<file path="config.mk">
export PLATFORM = sky130hd
export DESIGN_NAME = uart_rx_cfg_flat
export DESIGN_NICKNAME = d
export VERILOG_FILES = /design/src/rtl/uart_rx_cfg_if.sv /design/src/rtl/uart_rx_cfg.sv /design/src/flat_wrapper.sv
export SDC_FILE = /design/constraint.sdc
export NUM_CORES = 1
export LEC_CHECK = 0
export ABC_AREA = 1
export CAP_MARGIN = 0
export CORE_UTILIZATION = 51
export CTS_CLUSTER_DIAMETER = 120
export DETAILED_ROUTE_END_ITERATION = 16
export GPL_TIMING_DRIVEN = 0
export PLACE_DENSITY = 0.75
export SETUP_SLACK_MARGIN = 0.02
export SLEW_MARGIN = 20
export SYNTH_ARGS = -nofsm -noshare
export SYNTH_HDL_FRONTEND = slang
export SYNTH_SLANG_ARGS = --single-unit
</file>
<file path="constraint.sdc">
create_clock -name clk -period 1.5 [get_ports clk]
set_input_delay 0.225 -clock clk [delete_from_list [all_inputs] [get_ports clk]]
set_output_delay 0.225 -clock clk [all_outputs]
set_load 0.02 [all_outputs]
</file>
<file path="src/rtl/uart_rx_cfg_if.sv">
// Receiver-side bundle: serial line and oversample tick in, frame result and status out.
interface uart_rx_cfg_if #(
    parameter int DBIT = 8
);
    logic            rx;
    logic            stick;
    logic            rxtick;
    logic [DBIT-1:0] out;
    logic            perr;
    logic            ferr;
    logic            brk;
    logic            busy;

    modport master (
        output rx, stick,
        input  rxtick, out, perr, ferr, brk, busy
    );

    modport slave (
        input  rx, stick,
        output rxtick, out, perr, ferr, brk, busy
    );
endinterface

</file>
<file path="src/rtl/uart_rx_cfg.sv">
// Configurable UART receiver: synchronised line input, mid-bit sampling on the oversample
// tick, optional parity, and parity/framing/break status latched at the end of each frame.
module uart_rx_cfg #(
    parameter int DBIT       = 8,
    parameter int OVS        = 16,
    parameter int SB_TICK    = 16,
    parameter int PARITY_EN  = 0,
    parameter int PARITY_ODD = 0
) (
    input  logic          clk,
    input  logic          rstn,
    uart_rx_cfg_if.slave  bus
);
    localparam int TW = $clog2((OVS > SB_TICK) ? OVS : SB_TICK);
    localparam int BW = $clog2(DBIT);

    localparam logic [TW-1:0] T_HALF = TW'(OVS / 2 - 1);
    localparam logic [TW-1:0] T_BIT  = TW'(OVS - 1);
    localparam logic [TW-1:0] T_STOP = TW'(SB_TICK - 1);
    localparam logic [BW-1:0] B_LAST = BW'(DBIT - 1);
    localparam bit            HAS_PAR = (PARITY_EN != 0);
    localparam bit            PAR_ODD = (PARITY_ODD != 0);

    typedef enum logic [2:0] {
        IDLE,
        START,
        DATA,
        PARITY,
        STOP
    } state_t;

    state_t          state_q;
    logic [TW-1:0]   tick_q;
    logic [BW-1:0]   bit_q;
    logic [DBIT-1:0] shift_q;
    logic            p_q;
    logic            rx_meta_q;
    logic            rx_s_q;
    logic            rxtick_q;
    logic [DBIT-1:0] out_q;
    logic            perr_q;
    logic            ferr_q;
    logic            brk_q;
    logic            busy_q;

    logic [DBIT-1:0] shift_d;
    logic            perr_d;
    logic            brk_d;

    assign shift_d = {rx_s_q, shift_q[DBIT-1:1]};
    assign perr_d  = HAS_PAR && ((^shift_q ^ p_q) != PAR_ODD);
    // Break needs every sampled bit low, including the stop bit currently on rx_s.
    assign brk_d   = (shift_q == '0) && (!HAS_PAR || !p_q) && !rx_s_q;

    always_ff @(posedge clk or negedge rstn) begin
        if (!rstn) begin
            state_q   <= IDLE;
            tick_q    <= '0;
            bit_q     <= '0;
            shift_q   <= '0;
            p_q       <= 1'b0;
            rx_meta_q <= 1'b1;
            rx_s_q    <= 1'b1;
            rxtick_q  <= 1'b0;
            out_q     <= '0;
            perr_q    <= 1'b0;
            ferr_q    <= 1'b0;
            brk_q     <= 1'b0;
            busy_q    <= 1'b0;
        end else begin
            rx_meta_q <= bus.rx;
            rx_s_q    <= rx_meta_q;
            rxtick_q  <= 1'b0;
            case (state_q)
                IDLE: begin
                    if (!rx_s_q) begin
                        state_q <= START;
                        tick_q  <= '0;
                        busy_q  <= 1'b1;
                    end
                end
                START: begin
                    if (bus.stick) begin
                        if (tick_q == T_HALF) begin
                            // Still low at mid start bit: a real frame; otherwise a glitch.
                            if (!rx_s_q) begin
                                state_q <= DATA;
                                tick_q  <= '0;
                                bit_q   <= '0;
                            end else begin
                                state_q <= IDLE;
                                busy_q  <= 1'b0;
                            end
                        end else begin
                            tick_q <= tick_q + TW'(1);
                        end
                    end
                end
                DATA: begin
                    if (bus.stick) begin
                        if (tick_q == T_BIT) begin
                            tick_q  <= '0;
                            shift_q <= shift_d;
                            if (bit_q == B_LAST) begin
                                state_q <= HAS_PAR ? PARITY : STOP;
                            end else begin
                                bit_q <= bit_q + BW'(1);
                            end
                        end else begin
                            tick_q <= tick_q + TW'(1);
                        end
                    end
                end
                PARITY: begin
                    if (bus.stick) begin
                        if (tick_q == T_BIT) begin
                            p_q     <= rx_s_q;
                            tick_q  <= '0;
                            state_q <= STOP;
                        end else begin
                            tick_q <= tick_q + TW'(1);
                        end
                    end
                end
                STOP: begin
                    if (bus.stick) begin
                        if (tick_q == T_STOP) begin
                            state_q  <= IDLE;
                            busy_q   <= 1'b0;
                            rxtick_q <= 1'b1;
                            out_q    <= shift_q;
                            perr_q   <= perr_d;
                            ferr_q   <= !rx_s_q;
                            brk_q    <= brk_d;
                        end else begin
                            tick_q <= tick_q + TW'(1);
                        end
                    end
                end
                default: begin
                    state_q <= IDLE;
                    busy_q  <= 1'b0;
                end
            endcase
        end
    end

    assign bus.rxtick = rxtick_q;
    assign bus.out    = out_q;
    assign bus.perr   = perr_q;
    assign bus.ferr   = ferr_q;
    assign bus.brk    = brk_q;
    assign bus.busy   = busy_q;
endmodule
</file>
<file path="src/flat_wrapper.sv">
// flat-port wrapper written by rule: the top's interface ports become plain ports
module uart_rx_cfg_flat 
#(
    parameter int DBIT       = 8,
    parameter int OVS        = 16,
    parameter int SB_TICK    = 16,
    parameter int PARITY_EN  = 0,
    parameter int PARITY_ODD = 0
)
  (clk, rstn, bus_rx, bus_stick, bus_rxtick, bus_out, bus_perr, bus_ferr, bus_brk, bus_busy);
  uart_rx_cfg_if #(.DBIT(DBIT)) bus_i ();
  input  logic clk;
  input  logic rstn;
  input wire logic [$bits(bus_i.rx)-1:0] bus_rx;
  input wire logic [$bits(bus_i.stick)-1:0] bus_stick;
  output wire logic [$bits(bus_i.rxtick)-1:0] bus_rxtick;
  output wire logic [$bits(bus_i.out)-1:0] bus_out;
  output wire logic [$bits(bus_i.perr)-1:0] bus_perr;
  output wire logic [$bits(bus_i.ferr)-1:0] bus_ferr;
  output wire logic [$bits(bus_i.brk)-1:0] bus_brk;
  output wire logic [$bits(bus_i.busy)-1:0] bus_busy;
  assign bus_i.rx = bus_rx;
  assign bus_i.stick = bus_stick;
  assign bus_rxtick = bus_i.rxtick;
  assign bus_out = bus_i.out;
  assign bus_perr = bus_i.perr;
  assign bus_ferr = bus_i.ferr;
  assign bus_brk = bus_i.brk;
  assign bus_busy = bus_i.busy;
  uart_rx_cfg #(.DBIT(DBIT), .OVS(OVS), .SB_TICK(SB_TICK), .PARITY_EN(PARITY_EN), .PARITY_ODD(PARITY_ODD)) u_core (.clk(clk), .rstn(rstn), .bus(bus_i));
endmodule
</file>
==> results.tsv <==
metric	value	unit
status	finished, final reports clean	
rr_worst_depth	11	
worstMarginPinSlew	0.721	ns
crit_start	u_core.tick_q[0]	
fin_nets	232	
r2r_end	u_core.tick_q[1]	
drv_slew	0	
fin_util	0.664	
grt_overflow_total	0	
num_rows	20	
vias	1366	
synth_fp_nets	204	
drive_gt1_frac	0.376	
synth_cell_types	29	
endpoint_kind	flip-flop	
wirelength	3.55	mm
globalplace.congestion	0.871	
ys_seq_elements	32	
netlist_instances	197	
fin_crit	1.44	ns
cp.required	1.74	ns
clk_latency	0.34	ns
min-delay-path-class	input port to flip-flop	
path_class	flip-flop to flip-flop	
fin_skew	0.0168	ns
clockBufferDepth	2	
setup_viol	0	
cts_htree_levels	2	
area_delta_synth_final	20.6	%
setup.worst_path.end	u_core.tick_q[1]	
yosysSeqAreaShare	0.463	
first_iter_violations	66	
cts.clk_slew.worst_paths	0.11	ns
io_buffers	15	
n_antenna_cell	0	
core	3150	um2
worst_slack	0.0610	ns
start_util	0.551	
synth_top_cell_by_area	dfrtp_1	
rrSetupSlack	0.06	ns
ctsRootBufferMaster	clkbuf_4	
routed_via_density	5.06	
die-area	3640	um2
grt_max_degree	33	
crit_path_start_kind	flip-flop	
p_per_area	1420	nW/um2
slew_headroom	0.519	
yosysWarnings	0	
die_x	60.4	um
cts_buffers	5	
worstPathMaxFanout	4	
clock_sinks	32	
ys_top_cells_by_area	dfrtp_1 (43%), nand2_1 (12%), o21ai_2 (8.6%)	
grt_util_all_layers	0.231	
leakagePower	1.07	nW
dp_hpwl	2.56	mm
hold_viol_final	0	
ant_nets	0	
arrival	1.68	ns
post-route-drc-count	0	
cts_tree	done	
rr_startpoint	u_core.tick_q[0]	
antenna_found_initial	0	
fmaxAchievable	0.695	GHz
first_global_vias	1361	
period_share	0.959	
grt_pass1_wl	6.01	mm
syn_area	1740	um2
cap_viol_max_count	0	
vdd_drop_max	1030	uV
synth_area_per_cell	8.82	um2
rsz0062_at_grt	true	
ios	17	
pre_cts_ws	-0.154	ns
die_y	60.4	um
first_pass_iters	4	
wl_per_cell	13.1	um
synth_top_cell_area_share	0.432	
-- layer usage --
layer / part of all wire / vias to the layer above / GRT usage
li1: - / 686 / -
met1: 0.44 / 644 / 0.287
met2: 0.50 / 30 / 0.383
met3: 0.048 / 6 / 0.0704
met4: 0.010 / 0 / 0.0764
met5: 0 / - / 0
-- power breakdown --
group	leakage [nW]	switching (mW)	internal, mW
sequential	0.430	0.132	0.973
clock	0.0293	0.295	0.183
combinational	0.614	0.893	0.508
-- layout by cell type, fill, tap and decap left out, types with 3 or more instances in the layout --
master,n
inv_4,4
nand2_4,7
nand2_2,12
nor2_1,5
dfrtp_2,3
nand3_2,3
inv_2,5
dlygate4sd2_1,12
nor2_2,4
clkbuf_4,5
nand3_1,7
inv_1,16
nor2_4,8
o21ai_1,6
buf_4,7
dfrtp_1,27
nand4_1,4
nand2_1,48
o21ai_2,18
-- cells in the mapped netlist (all sizes together) --
cell / count
nand2: 67
dfrtp: 30
o21ai: 26
inv: 25
nor2: 17
nand3: 11
nand4: 4
buf: 3
ha: 3
a21oi: 2
dfstp: 2
nor4: 2
or2: 2
conb: 1
nand3b: 1
o21bai: 1
-- worst min-delay path by stage --
stage / from / endpoint / slack (ns) / cells after the start
2_1_floorplan: rstn / u_core.bit_q[0] / -0.07 / 0
3_3_place_gp: u_core.rx_meta_q / u_core.rx_s_q / 0.35 / 0
3_5_place_dp: rstn / u_core.bus.out[0] / 0.32 / 1
4_1_cts: bus_rx / u_core.rx_meta_q / 0.29 / 1
5_1_grt: bus_rx / u_core.rx_meta_q / 0.29 / 1
6_report: bus_rx / u_core.rx_meta_q / 0.29 / 1
-- state kept, by name, indices dropped and copies added, names as in the netlist, 3 cells and up --
register	cells
u_core.tick_q	4
u_core.bit_q	3
u_core.state_q	3
u_core.shift_q	8
u_core.bus.out	8
-- critical path, stage by stage (launching register included) --
cell and delay, ns:
dfrtp_1 0.41, ha_2 0.21, nand2_4 0.11, inv_1 0.06, nand2_2 0.09, nand2_1 0.06, nand2_1 0.07, nand2_2 0.09
inv_4 0.08, nand2_2 0.06, nand2_1 0.06, o21ai_1 0.05
-- area by class of cell --
type / count / area [um2]
Clock buffer: 7 / 45.0
Inverter: 25 / 104
Multi-Input combinational cell: 137 / 871
Timing Repair Buffer: 22 / 185
Sequential cell: 32 / 807
Tap cell: 44 / 55.1
Buffer: 2 / 22.5
Clock inverter: 1 / 5.00
Fill cell: 264 / 1060
-- timing repair --
item,CTS,global route
gates resized for setup,23,19
hold buffers,1,0
gates cloned,0,0
pin swaps,5,7
hold endpoints to repair,30,0
endpoints found under the setup margin,40,16
setup buffers,5,2
-- through the flow --
| step | setup TNS [ns] | instances | power (mW) | cell area, um2 | hold slack, ns |
|---|---|---|---|---|---|
| after floorplan | 0 | 197 | 2.10 | 1740 | -0.0706 |
| after global placement | -11.57 | 256 | 2.32 | 1940 | 0.346 |
| after detailed placement | -2.41 | 256 | 2.39 | 1940 | 0.323 |
| after CTS | 0 | 268 | 2.89 | 2030 | 0.287 |
| after global routing | -0.0778 | 270 | 3.21 | 2090 | 0.287 |
| final | 0 | 270 | 2.98 | 2090 | 0.293 |
-- kinds of logic (layout without fill, tap and decap cells) --
group                    Yosys count  after routing  share of synthesized area
AO/OA/AOI/OAI                     29             29                      0.124
adder cells (fa/ha/maj)            3              3                     0.0216
AND/OR/NAND/NOR                  104            104                      0.316
other                              1              1                    0.00216
buffers and inverters             28             57                     0.0742
flip-flops                        32             32                      0.463
No activity file was read; power rests on OpenSTA's default activity.
